==> config.mk <==
export PLATFORM = sky130hd
export DESIGN_NAME = reorder_buffer_flat
export DESIGN_NICKNAME = d
export VERILOG_FILES = /design/src/rtl/reorder_buffer_pkg.sv /design/src/rtl/reorder_buffer_if.sv /design/src/rtl/reorder_buffer.sv /design/src/flat_wrapper.sv
export SDC_FILE = /design/constraint.sdc
export NUM_CORES = 1
export LEC_CHECK = 0
export BUFFER_PORTS_ARGS = -buffer_cell sky130_fd_sc_hd__buf_2
export CORE_ASPECT_RATIO = 1.2
export CORE_MARGIN = 1.5
export CORE_UTILIZATION = 40
export CTS_CLUSTER_SIZE = 8
export DETAILED_ROUTE_END_ITERATION = 8
export MAX_ROUTING_LAYER = met4
export PLACE_DENSITY = 0.63
export SLEW_MARGIN = 20
export SYNTH_ARGS = -nofsm -noshare
export SYNTH_HDL_FRONTEND = slang
export SYNTH_SLANG_ARGS = --single-unit
==> constraint.sdc <==
create_clock -name clk -period 2.6 [get_ports clk]
set_input_delay 0 -clock clk [delete_from_list [all_inputs] [get_ports clk]]
set_output_delay 0 -clock clk [all_outputs]
set_load 0.005 [all_outputs]
==> src/rtl/reorder_buffer_pkg.sv <==
// Shared sizes and the entry record for the in-order commit buffer.
// DEPTH must be a power of two and at least 2.
package reorder_buffer_pkg;

    localparam int DEPTH  = 8;
    localparam int TAG_W  = $clog2(DEPTH);
    localparam int AREG_W = 4;
    localparam int PREG_W = 4;

    typedef logic [TAG_W-1:0] tag_t;
    // Pointers carry one extra wrap bit so that full and empty can be told apart.
    typedef logic [TAG_W:0]   ptr_t;

    typedef struct packed {
        logic              valid;
        logic              done;
        logic [AREG_W-1:0] areg;
        logic [PREG_W-1:0] new_preg;
        logic [PREG_W-1:0] old_preg;
    } rob_entry_t;

endpackage

==> src/rtl/reorder_buffer_if.sv <==
// Dispatch, writeback and retire signals of the reorder buffer.
// The master side is dispatch/writeback/renamer; the slave side is the buffer.
interface reorder_buffer_if;
    import reorder_buffer_pkg::*;

    // Allocation uses valid/ready: an entry is taken on a clock edge only when
    // alloc_valid and alloc_ready are both high. The retire side has no ready;
    // every retire_valid pulse must be consumed by the receiver.
    logic              alloc_valid;
    logic              alloc_ready;
    logic [AREG_W-1:0] alloc_areg;
    logic [PREG_W-1:0] alloc_new_preg;
    logic [PREG_W-1:0] alloc_old_preg;
    tag_t              alloc_tag;
    logic              complete_valid;
    tag_t              complete_tag;
    logic              retire_valid;
    logic [PREG_W-1:0] retire_preg;
    logic [AREG_W-1:0] retire_areg;
    logic [PREG_W-1:0] retire_new_preg;
    ptr_t              count;
    logic              empty;
    logic              full;

    modport master (
        output alloc_valid, alloc_areg, alloc_new_preg, alloc_old_preg,
        output complete_valid, complete_tag,
        input  alloc_ready, alloc_tag, retire_valid, retire_preg, retire_areg,
        input  retire_new_preg, count, empty, full
    );

    modport slave (
        input  alloc_valid, alloc_areg, alloc_new_preg, alloc_old_preg,
        input  complete_valid, complete_tag,
        output alloc_ready, alloc_tag, retire_valid, retire_preg, retire_areg,
        output retire_new_preg, count, empty, full
    );

endinterface

==> src/rtl/reorder_buffer.sv <==
// In-order commit stage: records renamed destinations at dispatch, marks them
// done on writeback and retires the oldest completed entry once per cycle.
module reorder_buffer
    import reorder_buffer_pkg::*;
(
    input logic        clk,
    input logic        rst,
    reorder_buffer_if.slave bus
);

    ptr_t       head;
    ptr_t       tail;
    rob_entry_t entries [DEPTH];

    tag_t       head_idx;
    tag_t       tail_idx;
    rob_entry_t head_entry;
    logic       is_full;
    logic       alloc_fire;
    logic       retire_fire;

    assign head_idx   = head[TAG_W-1:0];
    assign tail_idx   = tail[TAG_W-1:0];
    assign head_entry = entries[head_idx];

    assign is_full     = (head[TAG_W] != tail[TAG_W]) && (head_idx == tail_idx);
    assign alloc_fire  = bus.alloc_valid && !is_full;
    // Uses the registered done bit, so a completion arriving this edge retires next edge.
    assign retire_fire = head_entry.valid && head_entry.done;

    assign bus.alloc_ready = !is_full;
    assign bus.alloc_tag   = tail_idx;
    assign bus.count       = tail - head;
    assign bus.empty       = (head == tail);
    assign bus.full        = is_full;

    always_ff @(posedge clk) begin
        if (rst) begin
            head <= '0;
            tail <= '0;
        end else begin
            if (alloc_fire)  tail <= tail + ptr_t'(1);
            if (retire_fire) head <= head + ptr_t'(1);
        end
    end

    // Allocation never targets the retiring head (that would need a full buffer),
    // and completion only lands on entries that were already valid before this edge.
    always_ff @(posedge clk) begin
        if (rst) begin
            for (int i = 0; i < DEPTH; i++) entries[i] <= '0;
        end else begin
            for (int i = 0; i < DEPTH; i++) begin
                if (alloc_fire && tail_idx == tag_t'(i)) begin
                    entries[i].valid    <= 1'b1;
                    entries[i].done     <= 1'b0;
                    entries[i].areg     <= bus.alloc_areg;
                    entries[i].new_preg <= bus.alloc_new_preg;
                    entries[i].old_preg <= bus.alloc_old_preg;
                end else begin
                    if (bus.complete_valid && bus.complete_tag == tag_t'(i) && entries[i].valid)
                        entries[i].done <= 1'b1;
                    if (retire_fire && head_idx == tag_t'(i))
                        entries[i].valid <= 1'b0;
                end
            end
        end
    end

    // Retire outputs hold their last values between pulses.
    always_ff @(posedge clk) begin
        if (rst) begin
            bus.retire_valid    <= 1'b0;
            bus.retire_preg     <= '0;
            bus.retire_areg     <= '0;
            bus.retire_new_preg <= '0;
        end else begin
            bus.retire_valid <= retire_fire;
            if (retire_fire) begin
                bus.retire_preg     <= head_entry.old_preg;
                bus.retire_areg     <= head_entry.areg;
                bus.retire_new_preg <= head_entry.new_preg;
            end
        end
    end

endmodule

==> src/flat_wrapper.sv <==
// flat-port wrapper written by rule: the top's interface ports become plain ports
module reorder_buffer_flat import reorder_buffer_pkg::*;
  (clk, rst, bus_alloc_valid, bus_alloc_areg, bus_alloc_new_preg, bus_alloc_old_preg, bus_complete_valid, bus_complete_tag, bus_alloc_ready, bus_alloc_tag, bus_retire_valid, bus_retire_preg, bus_retire_areg, bus_retire_new_preg, bus_count, bus_empty, bus_full);
  reorder_buffer_if bus_i ();
  input logic clk;
  input logic rst;
  input wire logic [$bits(bus_i.alloc_valid)-1:0] bus_alloc_valid;
  input wire logic [$bits(bus_i.alloc_areg)-1:0] bus_alloc_areg;
  input wire logic [$bits(bus_i.alloc_new_preg)-1:0] bus_alloc_new_preg;
  input wire logic [$bits(bus_i.alloc_old_preg)-1:0] bus_alloc_old_preg;
  input wire logic [$bits(bus_i.complete_valid)-1:0] bus_complete_valid;
  input wire logic [$bits(bus_i.complete_tag)-1:0] bus_complete_tag;
  output wire logic [$bits(bus_i.alloc_ready)-1:0] bus_alloc_ready;
  output wire logic [$bits(bus_i.alloc_tag)-1:0] bus_alloc_tag;
  output wire logic [$bits(bus_i.retire_valid)-1:0] bus_retire_valid;
  output wire logic [$bits(bus_i.retire_preg)-1:0] bus_retire_preg;
  output wire logic [$bits(bus_i.retire_areg)-1:0] bus_retire_areg;
  output wire logic [$bits(bus_i.retire_new_preg)-1:0] bus_retire_new_preg;
  output wire logic [$bits(bus_i.count)-1:0] bus_count;
  output wire logic [$bits(bus_i.empty)-1:0] bus_empty;
  output wire logic [$bits(bus_i.full)-1:0] bus_full;
  assign bus_i.alloc_valid = bus_alloc_valid;
  assign bus_i.alloc_areg = bus_alloc_areg;
  assign bus_i.alloc_new_preg = bus_alloc_new_preg;
  assign bus_i.alloc_old_preg = bus_alloc_old_preg;
  assign bus_i.complete_valid = bus_complete_valid;
  assign bus_i.complete_tag = bus_complete_tag;
  assign bus_alloc_ready = bus_i.alloc_ready;
  assign bus_alloc_tag = bus_i.alloc_tag;
  assign bus_retire_valid = bus_i.retire_valid;
  assign bus_retire_preg = bus_i.retire_preg;
  assign bus_retire_areg = bus_i.retire_areg;
  assign bus_retire_new_preg = bus_i.retire_new_preg;
  assign bus_count = bus_i.count;
  assign bus_empty = bus_i.empty;
  assign bus_full = bus_i.full;
  reorder_buffer u_core (.clk(clk), .rst(rst), .bus(bus_i));
endmodule
==> results of run 1 <==
==> worst reg2reg max path: stages, from the launching register on <==
cell	delay, ps
dfxtp_1	430
inv_1	110
ha_1	300
nand3_1	120
o21a_1	410
a31oi_1	190
inv_1	480
==> registers in the layout, indices dropped and copies added, names as in the netlist, named ones only <==
name and flops:
u_core.bus.retire_areg 4, u_core.bus.retire_new_preg 4, u_core.bus.retire_preg 4, u_core.bus.retire_valid 1
u_core.entries 112, u_core.head 4, u_core.tail 4
==> metrics by stage <==
stage	util	power [mW]	hold WS [ps]	worst slack, ps	area (um^2)
after global routing	0.4836	5.611	54.81	0.7350	7264
after CTS	0.4836	5.478	31.61	154.6	7264
final	0.4836	5.442	44.54	194.4	7264
after floorplan	-	2.874	261.2	230.8	6136
after detailed placement	0.4432	3.052	334.1	177.7	6658
after global placement	0.4432	3.039	339.8	236.3	6658
==> routing by layer <==
layer	wire length (um)	vias up	GRT usage
li1	-	1774	-
met5	0	-	-
met4	314	0	0.07125
met3	750	29	0.04371
met2	6973	128	0.3050
met1	5585	1840	0.2304
==> report_power, final <==
| group | leakage, nW | internal (mW) | switching [mW] |
|---|---|---|---|
| combinational | 1.26 | 0.198 | 0.266 |
| sequential | 1.36 | 2.49 | 0.0484 |
| clock | 0.278 | 1.53 | 0.911 |
==> cell type report <==
| cell class | instances | area share |
|---|---|---|
| tap | 204 | 0.03514 |
| sequential | 136 | 0.5291 |
| inverter | 29 | 0.01498 |
| multi-input combinational | 273 | 0.2804 |
| clock inverter | 12 | 0.02067 |
| timing repair buffer | 68 | 0.05822 |
| clock buffer | 20 | 0.06149 |
==> cell families after synthesis <==
family                     count (synthesis)  share of synthesized area
buffers and inverters                     60                    0.04160
and+or+nand+nor                          171                     0.1213
xor gates and xnor gates                   7                   0.009992
adders and majority gates                 16                    0.03385
AOI/OAI and AO/OA                         27                    0.02631
DFF                                      136                     0.6264
muxes                                     52                     0.1405
==> cells in the final DEF (no fill, tap or decap), types with 9 or more instances in the layout <==
| cell type | count |
|---|---|
| buf_2 | 41 |
| buf_4 | 25 |
| clkbuf_16 | 17 |
| dfxtp_1 | 24 |
| edfxtp_1 | 112 |
| ha_1 | 15 |
| inv_1 | 29 |
| mux2_2 | 13 |
| mux2i_1 | 13 |
| mux4_2 | 26 |
| nand2_1 | 20 |
| nand2b_1 | 15 |
| nand3_1 | 9 |
| nor2_1 | 108 |
==> synth_stat cells, drive strengths merged, types with 8 or more instances <==
master and count:
edfxtp 112, nor2 108, inv 29, mux4 26, dfxtp 24, clkbuf 22
nand2 20, ha 15, nand2b 15, mux2 13, mux2i 13, buf 9
nand3 9, a21oi 8
==> worst max-delay path by stage <==
stage | end | slack (ps)
after floorplan | u_core.entries[3][12]$_SDFFCE_PN0P_ | 230
after global placement | u_core.entries[5][9]$_SDFFCE_PN0P_ | 240
after detailed placement | u_core.entries[5][7]$_SDFFCE_PN0P_ | 180
after CTS | u_core.entries[5][5]$_SDFFCE_PN0P_ | 150
after global routing | u_core.entries[5][5]$_SDFFCE_PN0P_ | 0.7
final | u_core.entries[5][0]$_SDFFCE_PN0P_ | 190
==> out/metrics.csv, run 1 <==
stage,metric,value,unit
cts,H-tree Lvls,4,
cts,clock tree buffer depth,2,
routing,initial DRC count,343,
cts,post-CTS sizing,0,
worst_setup_path,worst r2r dst,u_core.entries[5][0]$_SDFFCE_PN0P_,
worst_setup_path,worst-path fanout max,14,
cts,CTS buffer count,17,
timing,Final Setup Violations,0,
cts,"Clk pin slew, worst setup/hold paths",60,ps
floorplanning,row cnt,49,
timing,Tcrit/Tclk final,0.9252,
power_and_ir_drop,Worst VDD drop,369.2,uV
synth,Post-Syn Area,6136,um^2
worst_setup_path,Reg2Reg Setup Slack,190,ps
cells_and_area,Reg area,3844,um^2
routing,ANT nets after route,0,
cts,root buffer cell,clkbuf_16,
cts,# Post-CTS Setup Buffers,0,
floorplanning,IO Pins,42,
synth,Yosys Warn Count,0,
floorplanning,Core ar.,15020,um^2
timing,Setup TNS,0,ps
timing,RSZ-0062 raised after global routing,no,
cells_and_area,nets,560,
routing,via/cell ratio,5.082,
synth,"EDFF count, synth",112,
global_route,vias in the first global route,3991,
worst_setup_path,Reg-to-Reg Start,u_core.head[1]$_SDFFE_PP0N_,
timing,"Hold Violations, Final",0,
routing,1st-pass router iterations,5,
placed_design,Placed Instances,709,
routing,WL/cell,18.36,um
cts,Clock Latency Late Sink,420,ps
timing,Final Max Tran Viols,0,
job,Max Cap Viol,0,
timing,Tmin final,2406,ps
synth,Post-Syn Instances,469,
cells_and_area,fillers,1314,
placed_design,post-DP HPWL,9002,um
cts,Hold Buf Count CTS,1,
cells_and_area,fraction of layout cells with a size suffix above 1,0.2528,
worst_setup_path,crit path capture type,flop,
synth,post-synth top area share,0.5481,
floorplanning,die area,16090,um^2
worst_setup_path,CP max stage delay,480,ps
cells_and_area,Antenna Cells,0,
worst_setup_path,CP Buf/Inv Count,2,
floorplanning,DIE HEIGHT,138.7,um
timing,Max Clock Skew,7.639,ps
worst_setup_path,Setup crit start,u_core.head[1]$_SDFFE_PP0N_,
synth,largest cells by area after synthesis,"edfxtp_1, mux4_2, dfxtp_1, nor2_1, ha_1",
synth,Yosys reg bits,136,
worst_setup_path,worst path required time,2650,ps
global_route,antenna violations before repair,0,
cts,TritonCTS clock tree,yes,
routing,via count,3771,
floorplanning,Starting Density,0.4085,
worst_setup_path,most frequent CP cell,inv_1,
synth,ys async rst share,0,
synth,Mapped Nets,504,
min_path,Hold Crit Class,in -> reg,
routing,drc violations,0,
synth,sequential fraction of the synthesis area,0.6264,
global_route,largest net degree at the start of global routing,30,
timing,worst-margin pin slew,602.5,ps
cells_and_area,Syn-to-layout area delta,18.39,%
routing,WL final,13620,um
cts,clk sink count,136,
worst_setup_path,"Cell Chain, Critical Path",inv_1 -> ha_1 -> nand3_1 -> o21a_1 -> a31oi_1 -> inv_1,
min_path,Hold EP,u_core.entries[6][6]$_DFFE_PP_,
placed_design,PortBufs,41,
timing,slew margin rel.,0.5979,
timing,Max Freq,415.7,MHz
min_path,worst hold path startpoint,bus_alloc_new_preg[2],
outcome,outcome,completed,
min_path,Worst Hold Depth,3,
worst_setup_path,worst reg2reg path depth,6,
placed_design,GPL Wtd Cong,0.8083,
floorplanning,Die Wd,116.1,um
power_and_ir_drop,Leak,2.894,nW
worst_setup_path,"Worst Path Class, Setup",reg -> reg,
synth,Netlist cell types,36,
synth,syn avg cell area,13.08,um^2
global_route,grt ovf,0,
worst_setup_path,Stages on worst setup path,6,
cells_and_area,Multi-input gate area,2037,um^2
worst_setup_path,crit start category,flop,
worst_setup_path,"delay-heaviest family, CP",compound AO/OA/AOI/OAI gates,
power_and_ir_drop,PwrDens,749.1,nW/um^2
synth,dominant cell type by area after synthesis,edfxtp_1,
global_route,gr usage total,0.1890,
global_route,first-pass GRT wire length,21360,um
worst_setup_path,Slowest cell on crit path,inv_1,
synth,ys flop type,edfxtp_1,
cells_and_area,Finished Layout Cells,742,
worst_setup_path,CP arrival,2460,ps
Note: power is estimated with default switching activity, not from simulation.
==> run 2: changes to the inputs <==
--- a/config.mk
+++ b/config.mk
@@ -9,8 +9,10 @@
 export CORE_ASPECT_RATIO = 1.2
 export CORE_MARGIN = 1.5
 export CORE_UTILIZATION = 40
+export CTS_BUF_LIST = sky130_fd_sc_hd__clkbuf_8
 export CTS_CLUSTER_SIZE = 8
 export DETAILED_ROUTE_END_ITERATION = 8
+export GPL_TIMING_DRIVEN = 0
 export MAX_ROUTING_LAYER = met4
 export PLACE_DENSITY = 0.63
 export SLEW_MARGIN = 20
==> out/metrics.csv, run 2 (synthesis gave the netlist of run 1 again) <==
stage,metric,value,unit,change
outcome,outcome,completed,,
floorplanning,die area,16090,um^2,unchanged
routing,WL final,14590,um,+7.1%
routing,WL/cell,19.23,um,+4.7%
routing,via/cell ratio,5.198,,+2.3%
floorplanning,Starting Density,0.4085,,unchanged
worst_setup_path,worst r2r dst,u_core.entries[1][1]$_SDFFCE_PN0P_,,
worst_setup_path,worst path required time,2780,ps,+130 ps
cells_and_area,max reg flops,112,,unchanged
floorplanning,DIE HEIGHT,138.7,um,unchanged
power_and_ir_drop,Worst VDD drop,271.6,uV,-26%
timing,"Hold Violations, Final",0,,unchanged
placed_design,Placement Setup Slack,-493.8,ps,-671.5 ps
timing,Final Setup Violations,0,,unchanged
timing,Max Clock Skew,11.22,ps,+3.583 ps
timing,Setup TNS,0,ps,unchanged
timing,Tmin final,2465,ps,+59.60 ps
floorplanning,Die Wd,116.1,um,unchanged
global_route,vias in the first global route,4033,,+1.1%
cells_and_area,fillers,1342,,+2.1%
routing,initial DRC count,328,,-4.4%
worst_setup_path,CP arrival,2650,ps,+190 ps
cells_and_area,nets,577,,+3.0%
global_route,largest net degree at the start of global routing,17,,-43%
placed_design,post-DP HPWL,9431,um,+4.8%
cells_and_area,Syn-to-layout area delta,19.56,%,
routing,drc violations,0,,unchanged
cells_and_area,"leading cell type in the layout, fill and taps excluded",edfxtp_1,,
power_and_ir_drop,PwrDens,683.0,nW/um^2,-8.8%
placed_design,GPL Wtd Cong,0.8989,,+11%
timing,Max Freq,405.6,MHz,-2.4%
cells_and_area,Antenna Cells,0,,unchanged
cells_and_area,final instance area,7336,um^2,+0.98%
floorplanning,IO Pins,42,,unchanged
global_route,grt ovf,0,,unchanged
routing,ANT nets after route,0,,unchanged
cts,TritonCTS clock tree,yes,,
timing,Final Max Tran Viols,0,,unchanged
min_path,Worst Hold Depth,3,,unchanged
routing,1st-pass router iterations,5,,unchanged
cells_and_area,Finished Layout Cells,759,,+2.3%
cells_and_area,fraction of layout cells with a size suffix above 1,0.2577,,+0.004870
cells_and_area,Top reg by flops,u_core.entries,,
placed_design,Area after DPL,6586,um^2,-1.1%
floorplanning,row cnt,49,,unchanged
power_and_ir_drop,Leak,2.870,nW,-0.82%
global_route,gr usage total,0.1998,,+0.01076
cts,"Clk pin slew, worst setup/hold paths",80,ps,+20 ps
cts,clock tree buffer depth,2,,unchanged
cts,clk sink count,136,,unchanged
timing,worst-margin pin slew,831.3,ps,+228.8 ps
global_route,first-pass GRT wire length,22340,um,+4.6%
worst_setup_path,"Worst Path Class, Setup",reg -> reg,,
timing,final hold slack,26.81,ps,-17.73 ps
global_route,antenna violations before repair,0,,unchanged
min_path,Hold Crit Class,in -> reg,,
worst_setup_path,worst-path fanout max,10,,-4
cells_and_area,"commonest non-fill, non-tap cells in the layout","edfxtp_1, nor2_1, buf_2, mux4_2, inv_1",,
worst_setup_path,crit start category,flop,,
min_path,worst hold path startpoint,bus_alloc_old_preg[2],,
cts,root buffer cell,clkbuf_8,,
placed_design,PortBufs,39,,-4.9%
worst_setup_path,Reg2Reg Setup Slack,130,ps,-60 ps
worst_setup_path,crit path capture type,flop,,
floorplanning,Core ar.,15020,um^2,unchanged
placed_design,Placed Instances,712,,+0.42%
worst_setup_path,Reg-to-Reg Start,u_core.head[2]$_SDFFE_PP0N_,,
timing,Tcrit/Tclk final,0.9482,,+0.02292
job,Max Cap Viol,0,,unchanged
worst_setup_path,worst reg2reg path depth,9,,+3
min_path,Hold EP,u_core.entries[6][2]$_DFFE_PP_,,
cts,Clock Latency Late Sink,450,ps,+30 ps
timing,slew margin rel.,0.4458,,-0.1521
routing,via count,3945,,+4.6%
cts,H-tree Lvls,4,,unchanged
timing,setup ws final,134.8,ps,-59.60 ps
timing,RSZ-0062 raised after global routing,no,,
cts,CTS buffer count,17,,unchanged
-- run 2: how the worst max path moves through the flow --
| stage | start | cells after the start | end |
|---|---|---|---|
| 2_1_floorplan | u_core.head[2]$_SDFFE_PP0N_ | 9 | u_core.entries[3][12]$_SDFFCE_PN0P_ |
| 3_3_place_gp | u_core.head[2]$_SDFFE_PP0N_ | 9 | u_core.entries[3][12]$_SDFFCE_PN0P_ |
| 3_5_place_dp | u_core.head[2]$_SDFFE_PP0N_ | 8 | u_core.entries[4][9]$_SDFFCE_PN0P_ |
| 4_1_cts | u_core.tail[0]$_SDFFE_PP0N_ | 8 | u_core.entries[5][10]$_SDFFCE_PN0P_ |
| 5_1_grt | u_core.head[2]$_SDFFE_PP0N_ | 8 | u_core.entries[5][6]$_SDFFCE_PN0P_ |
| 6_report | u_core.head[2]$_SDFFE_PP0N_ | 9 | u_core.entries[1][1]$_SDFFCE_PN0P_ |
-- run 2: layout make-up --
type                            count  area, um^2  share of cell area
Inverter                           29       137.6             0.01876
Tap cell                          204       255.2             0.03479
Multi-Input combinational cell    273        2077              0.2831
Timing Repair Buffer               57       412.9             0.05629
Buffer                             28       145.1             0.01979
Sequential cell                   136        3850              0.5248
Clock buffer                       21       289.0             0.03940
Clock inverter                     11       168.9             0.02303
-- run 2: repair_timing --
action,in CTS,in global routing
hold endpoints to repair,39,0
hold buffers,13,0
resized for setup,17,11
pin swaps,0,0
endpoints found under the setup margin,131,149
setup buffers,5,0
-- run 2: worst max-delay path, cell delays in order, from the launching register on --
cell and delay (ps):
dfxtp_4 390, inv_1 100, ha_1 350, nand3_1 140, o21a_1 210, clkbuf_2 180, and2_1 200, nand2_1 150
clkbuf_2 380, nor2_1 100
-- run 2: stage by stage --
step	utilization	power (mW)
after floorplan	-	2.874
after global placement	0.4385	3.038
after detailed placement	0.4385	3.050
after CTS	0.4860	5.035
after global routing	0.4884	5.166
final	0.4884	5.011
-- run 2: layer usage --
| metal | wire length, um | global-route usage | part of all wire | vias to the layer above |
|---|---|---|---|---|
| met5 | 0 | - | 0 | - |
| met4 | 356 | 0.09050 | 0.024 | 0 |
| met3 | 948 | 0.03934 | 0.065 | 28 |
| met2 | 7669 | 0.3319 | 0.53 | 174 |
| met1 | 5619 | 0.2322 | 0.39 | 1937 |
| li1 | - | - | - | 1806 |
-- run 2: report_power, final --
part           internal [mW]  leakage (nW)  switching, mW
logic                  0.223          1.29          0.291
registers               2.49          1.36         0.0462
clock network           1.15         0.220          0.818
total                   3.85          2.87           1.16
